===== src/rtl/bfly_pkg.sv =====
// Shared definitions for the pipelined radix-2 butterfly: default widths,
// a wide signed scratch type, and the rounding and saturation helpers.
package bfly_pkg;

    localparam int DEF_DATA_W = 16;
    localparam int DEF_TW_W   = 16;

    // Product and rotated-term widths for the default configuration.
    localparam int PROD_W = DEF_DATA_W + DEF_TW_W;
    localparam int T_W    = DEF_DATA_W + 1;

    // Scratch width for intermediate arithmetic; comfortably wider than
    // DATA_W + TW_W + 2 for any sensible configuration.
    localparam int CALC_W = 64;
    typedef logic signed [CALC_W-1:0] calc_t;

    // Clamp a signed value to the range of a signed 'width'-bit number.
    function automatic calc_t sat(input calc_t value, input int width);
        calc_t hi;
        calc_t lo;
        hi = (calc_t'(1) <<< (width - 1)) - calc_t'(1);
        lo = -(calc_t'(1) <<< (width - 1));
        if (value > hi) begin
            return hi;
        end
        if (value < lo) begin
            return lo;
        end
        return value;
    endfunction

    // Arithmetic right shift with round-half-up (add half an LSB, then floor).
    function automatic calc_t rnd_shr(input calc_t value, input int shift);
        if (shift <= 0) begin
            return value;
        end
        return (value + (calc_t'(1) <<< (shift - 1))) >>> shift;
    endfunction

endpackage


===== src/rtl/cmplx_mult_pipe.sv =====
// Two-stage complex multiply t = y * W with round-half-up back to data scale.
// Stage 1 registers the four partial products, stage 2 combines and rounds
// them. The x operand, scale flag and valid bit travel alongside so the
// consumer sees them aligned with t. Everything advances only when en = 1.
module cmplx_mult_pipe
    import bfly_pkg::*;
#(
    parameter int DATA_W = DEF_DATA_W,
    parameter int TW_W   = DEF_TW_W
) (
    input  logic                     clk,
    input  logic                     rst,
    input  logic                     en,
    input  logic                     valid,
    input  logic signed [DATA_W-1:0] xr,
    input  logic signed [DATA_W-1:0] xi,
    input  logic signed [DATA_W-1:0] yr,
    input  logic signed [DATA_W-1:0] yi,
    input  logic signed [TW_W-1:0]   wr,
    input  logic signed [TW_W-1:0]   wi,
    input  logic                     scale,
    output logic                     t_valid,
    output logic signed [DATA_W-1:0] t_xr,
    output logic signed [DATA_W-1:0] t_xi,
    output logic                     t_scale,
    output logic signed [DATA_W:0]   tr,
    output logic signed [DATA_W:0]   ti
);

    localparam int PW = DATA_W + TW_W;

    logic                     s1_valid;
    logic signed [PW-1:0]     p_rr;
    logic signed [PW-1:0]     p_ii;
    logic signed [PW-1:0]     p_ri;
    logic signed [PW-1:0]     p_ir;
    logic signed [DATA_W-1:0] s1_xr;
    logic signed [DATA_W-1:0] s1_xi;
    logic                     s1_scale;

    calc_t pre_r;
    calc_t pre_i;
    calc_t rnd_r;
    calc_t rnd_i;

    // Stage 1 valid bit: cleared by reset so in-flight sets are discarded.
    // NOTE: sequential state uses non-blocking (<=) so every register samples
    // the pre-edge values of the others, whatever order the blocks run in.
    always_ff @(posedge clk) begin
        if (rst) begin
            s1_valid <= 1'b0;
        end else if (en) begin
            s1_valid <= valid;
        end
    end

    // Stage 1 datapath: partial products plus the operands that ride along.
    // NOTE: datapath registers carry no reset; they are only ever consumed
    // when their valid bit is set, and leaving them unreset keeps the wide
    // multiplier registers free of reset muxing.
    always_ff @(posedge clk) begin
        if (en) begin
            p_rr     <= PW'(yr) * PW'(wr);
            p_ii     <= PW'(yi) * PW'(wi);
            p_ri     <= PW'(yr) * PW'(wi);
            p_ir     <= PW'(yi) * PW'(wr);
            s1_xr    <= xr;
            s1_xi    <= xi;
            s1_scale <= scale;
        end
    end

    // Stage 2 combine: real/imag sums at full precision, then round to data scale.
    always_comb begin
        pre_r = calc_t'(p_rr) - calc_t'(p_ii);
        pre_i = calc_t'(p_ri) + calc_t'(p_ir);
        rnd_r = rnd_shr(pre_r, TW_W - 1);
        rnd_i = rnd_shr(pre_i, TW_W - 1);
    end

    // Stage 2 valid bit.
    always_ff @(posedge clk) begin
        if (rst) begin
            t_valid <= 1'b0;
        end else if (en) begin
            t_valid <= s1_valid;
        end
    end

    // Stage 2 datapath: one extra bit keeps (-full scale) * (-1) from wrapping.
    always_ff @(posedge clk) begin
        if (en) begin
            tr      <= rnd_r[DATA_W:0];
            ti      <= rnd_i[DATA_W:0];
            t_xr    <= s1_xr;
            t_xi    <= s1_xi;
            t_scale <= s1_scale;
        end
    end

endmodule


===== src/rtl/butterfly_pipe.sv =====
// Pipelined radix-2 DIT butterfly: out0 = x + y*W, out1 = x - y*W.
// Three register stages under a single global stall: a set presented in
// cycle c is on the outputs in cycle c+3 when downstream keeps accepting.
// Optional divide-by-two per set, saturation to DATA_W, sticky overflow.
module butterfly_pipe
    import bfly_pkg::*;
#(
    parameter int DATA_W   = DEF_DATA_W,
    parameter int TW_W     = DEF_TW_W,
    parameter bit SCALE_EN = 1'b1
) (
    input  logic                     clk,
    input  logic                     rst,
    input  logic                     in_valid,
    output logic                     in_ready,
    input  logic signed [DATA_W-1:0] xr,
    input  logic signed [DATA_W-1:0] xi,
    input  logic signed [DATA_W-1:0] yr,
    input  logic signed [DATA_W-1:0] yi,
    input  logic signed [TW_W-1:0]   wr,
    input  logic signed [TW_W-1:0]   wi,
    input  logic                     scale_i,
    output logic                     out_valid,
    input  logic                     out_ready,
    output logic signed [DATA_W-1:0] out0_r,
    output logic signed [DATA_W-1:0] out0_i,
    output logic signed [DATA_W-1:0] out1_r,
    output logic signed [DATA_W-1:0] out1_i,
    output logic                     ovf_o,
    input  logic                     ovf_clr
);

    logic                     en;
    logic                     m_valid;
    logic signed [DATA_W-1:0] m_xr;
    logic signed [DATA_W-1:0] m_xi;
    logic                     m_scale;
    logic signed [DATA_W:0]   m_tr;
    logic signed [DATA_W:0]   m_ti;

    logic  do_scale;
    calc_t s0r;
    calc_t s0i;
    calc_t s1r;
    calc_t s1i;
    calc_t q0r;
    calc_t q0i;
    calc_t q1r;
    calc_t q1i;
    logic  sat_hit;

    // The whole pipe moves whenever the output register is empty or being drained.
    assign en       = !out_valid || out_ready;
    assign in_ready = en;

    cmplx_mult_pipe #(
        .DATA_W (DATA_W),
        .TW_W   (TW_W)
    ) u_mult (
        .clk     (clk),
        .rst     (rst),
        .en      (en),
        .valid   (in_valid),
        .xr      (xr),
        .xi      (xi),
        .yr      (yr),
        .yi      (yi),
        .wr      (wr),
        .wi      (wi),
        .scale   (scale_i),
        .t_valid (m_valid),
        .t_xr    (m_xr),
        .t_xi    (m_xi),
        .t_scale (m_scale),
        .tr      (m_tr),
        .ti      (m_ti)
    );

    // Stage 3 add/sub, optional rounded halving, saturation and overflow detect.
    // NOTE: every variable gets its unconditional value before any 'if' that
    // may override it, so no path leaves a variable unassigned (no latch).
    always_comb begin
        do_scale = SCALE_EN && m_scale;
        s0r = calc_t'(m_xr) + calc_t'(m_tr);
        s0i = calc_t'(m_xi) + calc_t'(m_ti);
        s1r = calc_t'(m_xr) - calc_t'(m_tr);
        s1i = calc_t'(m_xi) - calc_t'(m_ti);
        if (do_scale) begin
            s0r = rnd_shr(s0r, 1);
            s0i = rnd_shr(s0i, 1);
            s1r = rnd_shr(s1r, 1);
            s1i = rnd_shr(s1i, 1);
        end
        q0r = sat(s0r, DATA_W);
        q0i = sat(s0i, DATA_W);
        q1r = sat(s1r, DATA_W);
        q1i = sat(s1i, DATA_W);
        sat_hit = (q0r != s0r) || (q0i != s0i) || (q1r != s1r) || (q1i != s1i);
    end

    // Output register: cleared on reset, loaded only with valid results,
    // frozen while downstream stalls.
    always_ff @(posedge clk) begin
        if (rst) begin
            out_valid <= 1'b0;
            out0_r    <= '0;
            out0_i    <= '0;
            out1_r    <= '0;
            out1_i    <= '0;
        end else if (en) begin
            out_valid <= m_valid;
            if (m_valid) begin
                out0_r <= q0r[DATA_W-1:0];
                out0_i <= q0i[DATA_W-1:0];
                out1_r <= q1r[DATA_W-1:0];
                out1_i <= q1i[DATA_W-1:0];
            end
        end
    end

    // Sticky overflow: a newly registered saturating result beats a clear pulse.
    always_ff @(posedge clk) begin
        if (rst) begin
            ovf_o <= 1'b0;
        end else if (en && m_valid && sat_hit) begin
            ovf_o <= 1'b1;
        end else if (ovf_clr) begin
            ovf_o <= 1'b0;
        end
    end

endmodule

===== config.mk =====
export PLATFORM = sky130hd
export DESIGN_NAME = butterfly_pipe
export DESIGN_NICKNAME = d
export VERILOG_FILES = /design/src/rtl/bfly_pkg.sv /design/src/rtl/cmplx_mult_pipe.sv /design/src/rtl/butterfly_pipe.sv
export SDC_FILE = /design/constraint.sdc
export NUM_CORES = 2
export LEC_CHECK = 0
export CORE_MARGIN = 2
export CORE_UTILIZATION = 60
export CTS_BUF_LIST = sky130_fd_sc_hd__clkbuf_4 sky130_fd_sc_hd__clkbuf_8
export DETAILED_ROUTE_END_ITERATION = 16
export HOLD_SLACK_MARGIN = 0.03
export PLACE_DENSITY = 0.76
export SYNTH_ARGS = -nofsm -noshare
export SYNTH_HDL_FRONTEND = slang
export SYNTH_SLANG_ARGS = --single-unit

===== constraint.sdc =====
create_clock -name clk -period 44.8 [get_ports clk]
set_input_delay 13.44 -clock clk [delete_from_list [all_inputs] [get_ports clk]]
set_output_delay 13.44 -clock clk [all_outputs]
set_load 0.05 [all_outputs]

==> After elaboration in Yosys (flattened, before gate mapping) <==
Cells that the tools add are included.
{ "op_classes": {"addsub": 12, "mul": 4, "order_cmp": 8, "n_eq_ne": 4, "n_mux": 34, "reduce_logical": 9} }
{ "ops": {"columns": ["cell", "n"], "rows": [
  ["two-way mux 64 bit", 20],
  ["greater-than comparator 64 x 16 -> 1 bit, second input constant", 4],
  ["less-than comparator 64 x 16 -> 1 bit, second input constant", 4],
  ["!= test 64 bit", 4],
  ["multiplier 16 x 16 -> 32 bit", 4],
  ["adder 18 x 2 -> 19 bit, second input constant", 4],
  ["adder 32 x 16 -> 32 bit, second input constant", 2],
  ["adder 16 x 17 -> 18 bit", 2],
  ["subtractor 16 x 17 -> 18 bit", 2],
  ["adder 32 bit", 1],
  ["subtractor 32 bit", 1],
  ["two-way mux 1 bit", 14],
  ["logical OR 1 bit", 4],
  ["logical AND 1 bit", 2],
  ["AND reduction 2 bit", 1],
  ["nonzero test 2 bit", 1],
  ["zero test 1 bit", 1]
]} }
{ "word_totals": {"register_bits": 296, "in_bits": 102, "out_inout_bits": 67, "word_cells": 91} }

==> Longest topological paths before layout <==
{ "logic_depth": {"ltp_word": 14, "mapped_depth": 25, "ltp_nobuf": 24} }

==> Modules after synthesis <==
Synthesis repeated with hierarchy kept, for this count alone.
{ "unflattened": {"cells_unflattened": 6305, "hier_area_um2": 58165.8} }
{ "modules_own_cells": {"columns": ["module", "n_inst", "cells_each", "area_per_inst_um2", "seq_area_each_um2"], "rows": [
  ["cmplx_mult_pipe", 1, 5069, 49477.5, 6886.6],
  ["butterfly_pipe", 1, 1236, 8688.3, 1321.3]
]} }

==> Worst setup path after synthesis <==
OpenSTA, ideal clock, no wires.
{ "synth_path": {"path_type": "input port to output port", "from": "input port out_ready", "to": "output port in_ready", "arrival_ps": 20235, "required_time_ps": 31360, "path_slack_ps": 11125, "stages": 2, "path_buffers": 1, "path_cell_list": "nand2b_1 clkbuf_1"} }
{ "synth_between": {"elab_chain_len": 1} }
{ "synth_rtl": {"columns": ["element", "line_no", "source"], "rows": [
  ["start, declared", "butterfly_pipe.sv:24", "input logic out_ready,"],
  ["logical OR 1 bit", "butterfly_pipe.sv:53", "assign en = !out_valid || out_ready;"],
  ["end, declared", "butterfly_pipe.sv:15", "output logic in_ready,"]
]} }
No other way between the ends.

==> Worst setup path in the final report <==
Ends and elaborated chain as after synthesis.

==> qor.csv <==
stage,metric,value,unit
detailed_routing,vias_per_cell,5.66,
clocking,clock_sinks,296,
timing,grt_setup_unrepaired,no,
synthesis,yosysWarnings,0,
timing,hold-worst-slack,0.419,ns
global_routing,track_usage,0.290,
global_routing,grt_max_degree,101,
global_routing,antenna_found_initial,12,
timing,setup_ws,15.83,ns
cells_and_area,seqCellArea,8210,sq um
critical_path,crit_path_end_kind,output pin,
timing,setup_viol,0,
floorplan,die-width,313,um
floorplan,die_y,313,um
synthesis,ys_seq_elements,296,
timing,tightest_slew,1.15,ns
critical_path,path_class,input port to output pin,
clocking,clkLatencyLatePin,0.68,ns
global_routing,grt_pass1_vias,45300,
timing,drv_slew,0,
timing,hold_violations,0,
detailed_routing,vias,41800,
cells_and_area,postLayoutCoreUtil,0.647,
timing,finalCriticalPeriod,28.97,ns
cells_and_area,most-common-layout-cells,"inv_1, fa_1, nand2_1",
timing,relSlewSlack,0.227,
clocking,cts.repair.resized,0,
detailed_routing,route.antenna.remaining_nets,0,
cells_and_area,syn2layout_area_growth,6.96,%
synthesis,yosysSeqAreaShare,0.143,
global_routing,grt_overflow,0,
clocking,cts_hold_buf,0,
cells_and_area,nets,7750,
floorplan,die-area,97900,sq um
global_routing,top_usage_layer,met2,
timing,skew,0.0388,ns
clocking,clk_pin_slew,0.05,ns
clocking,cts_buffers,54,
synthesis,yosysUniqueCellTypes,109,
global_routing,use_met1,0.368,
critical_path,cp_max_fo,61,
run_status,status,"complete, no violations",
timing,fin_crit_sh,0.647,
global_routing,grt_util_met3,0.0487,
detailed_routing,firstDrtPassIters,6,
synthesis,synth_area,57300,sq um
critical_path,start_kind,input port,
clocking,cts_tree,done,
placement,port_buffers,168,
timing,max_clock_freq,34.5,MHz
placement,dpl.hpwl,106,mm
synthesis,syn_nets,7722,
clocking,postCtsSetupRepairBufs,0,
global_routing,grt.met2_usage,0.505,
global_routing,grt_first_pass_wirelength,227,mm
synthesis,synth_enable_flop_cells,228,
clocking,htreeDepth,2,
placement,gp_congestion,0.883,
detailed_routing,wl_per_cell,18.4,um
synthesis,syn_inst,6050,
timing,setup_tns,0,ns
critical_path,critical_path_arrival,15.53,ns
synthesis,async_flop_share,0,
floorplan,fp.coreArea,94700,sq um
cells_and_area,layout_commonest_cell,inv_1,
cells_and_area,drive_gt1_frac,0.0466,
min_path,min_path_type,register to register,
clocking,cts_buffer_depth,3,
critical_path,required,31.36,ns
clocking,root_buffer,clkbuf_8,
synthesis,ys.flop_type,edfxtp_1,
detailed_routing,dr.first_iter.drc_count,2658,
floorplan,start_util,0.605,
floorplan,num_rows,113,
detailed_routing,route.detailed.drc,0,
synthesis,syn_area_per_cell,9.47,sq um
job,cap_violations,0,
critical_path,r2r_slack,40.20,ns
floorplan,io_pins,169,
cells_and_area,fillerInstances,7680,
placement,pre_cts_ws,15.79,ns
detailed_routing,drt-total-wl,136,mm
cells_and_area,multi_input_area,43400,sq um
-- through the flow --
step                instances  cell area [sq um]
global route             7387              61200
floorplan                6050              57300
finish                   7388              61300
CTS                      7386              61200
detailed placement       7287              59900
global placement         7287              59900
-- cell families after synthesis --
kind of cell | after synthesis | share of synthesized area
xor gates and xnor gates | 222 | 0.0341
DFF | 296 | 0.143
adders and majority gates | 1570 | 0.481
and+or+nand+nor | 1742 | 0.151
AOI/OAI and AO/OA | 715 | 0.0886
muxes | 14 | 0.00251
buffers and inverters | 1491 | 0.0992
-- worst max-delay path: stages --
cell and delay (ns):
clkdlybuf4s50_1 0.45, nand2b_4 0.67, clkdlybuf4s50_1 0.95
-- path summary, 6_finish.rpt --
check,from,endpoint,depth (start not counted)
worst max register to register,u_mult.t_xr[0]$_DFFE_PN_,out1_r[3]$_SDFFE_PP0P_,15
worst min-delay path,u_mult.s1_xr[15]$_DFFE_PN_,u_mult.t_xr[15]$_DFFE_PN_,0
worst min register to register,u_mult.s1_xr[15]$_DFFE_PN_,u_mult.t_xr[15]$_DFFE_PN_,0
worst max-delay path,out_ready,in_ready,3
-- routing by layer --
layer,share of wire,up-vias
li1,-,19000
met1,0.40,21100
met2,0.49,1365
met3,0.074,331
met4,0.036,8
met5,0.0015,-
-- Yosys cell counts (11+ instances only) --
cell / count / area, sq um
xor2_1: 40 / 350
o21a_1: 31 / 233
o31ai_1: 16 / 120
mux2i_1: 11 / 110
o21ai_0: 102 / 510
o21bai_1: 25 / 188
a211oi_1: 43 / 323
ha_1: 518 / 6480
and3_1: 26 / 163
nand3_1: 68 / 340
fa_1: 1052 / 21100
inv_1: 1221 / 4580
or2_2: 13 / 81.3
nor2b_1: 23 / 144
xnor2_1: 181 / 1590
a31oi_1: 26 / 163
edfxtp_1: 228 / 6850
nor3_1: 70 / 350
a311oi_1: 20 / 175
or3_1: 21 / 131
nand4_1: 23 / 144
and2_1: 415 / 2600
a21oi_1: 185 / 926
a21o_1: 85 / 638
nor2_1: 206 / 773
a211o_1: 14 / 123
o211ai_1: 19 / 143
nand2b_1: 91 / 569
buf_2: 14 / 70.1
nand2_1: 708 / 2660
dfxtp_1: 68 / 1360
a211oi_2: 23 / 288
a221oi_1: 11 / 96.3
nor3_2: 21 / 210
clkbuf_1: 240 / 901
-- state kept, by name (all words and copies together) (netlist names), 16 cells and up --
register / flops
u_mult.p_ri: 32
out1_i: 16
u_mult.t_xi: 16
u_mult.tr: 17
u_mult.t_xr: 16
u_mult.s1_xr: 16
u_mult.s1_xi: 16
out0_i: 16
out1_r: 16
u_mult.p_ii: 32
out0_r: 16
u_mult.p_ir: 32
u_mult.p_rr: 32
u_mult.ti: 17
-- final cells by class --
type / count / area share
Tap cell: 1265 / 0.0258
Inverter: 1225 / 0.0751
Antenna cell: 2 / 0.0000817
Sequential cell: 296 / 0.134
Clock inverter: 26 / 0.00707
Multi-Input combinational cell: 4263 / 0.708
Timing Repair Buffer: 238 / 0.0350
Clock buffer: 73 / 0.0146
Power is not shown: default switching activity piles up to over one toggle a cycle in this logic, so the estimate is an artifact.
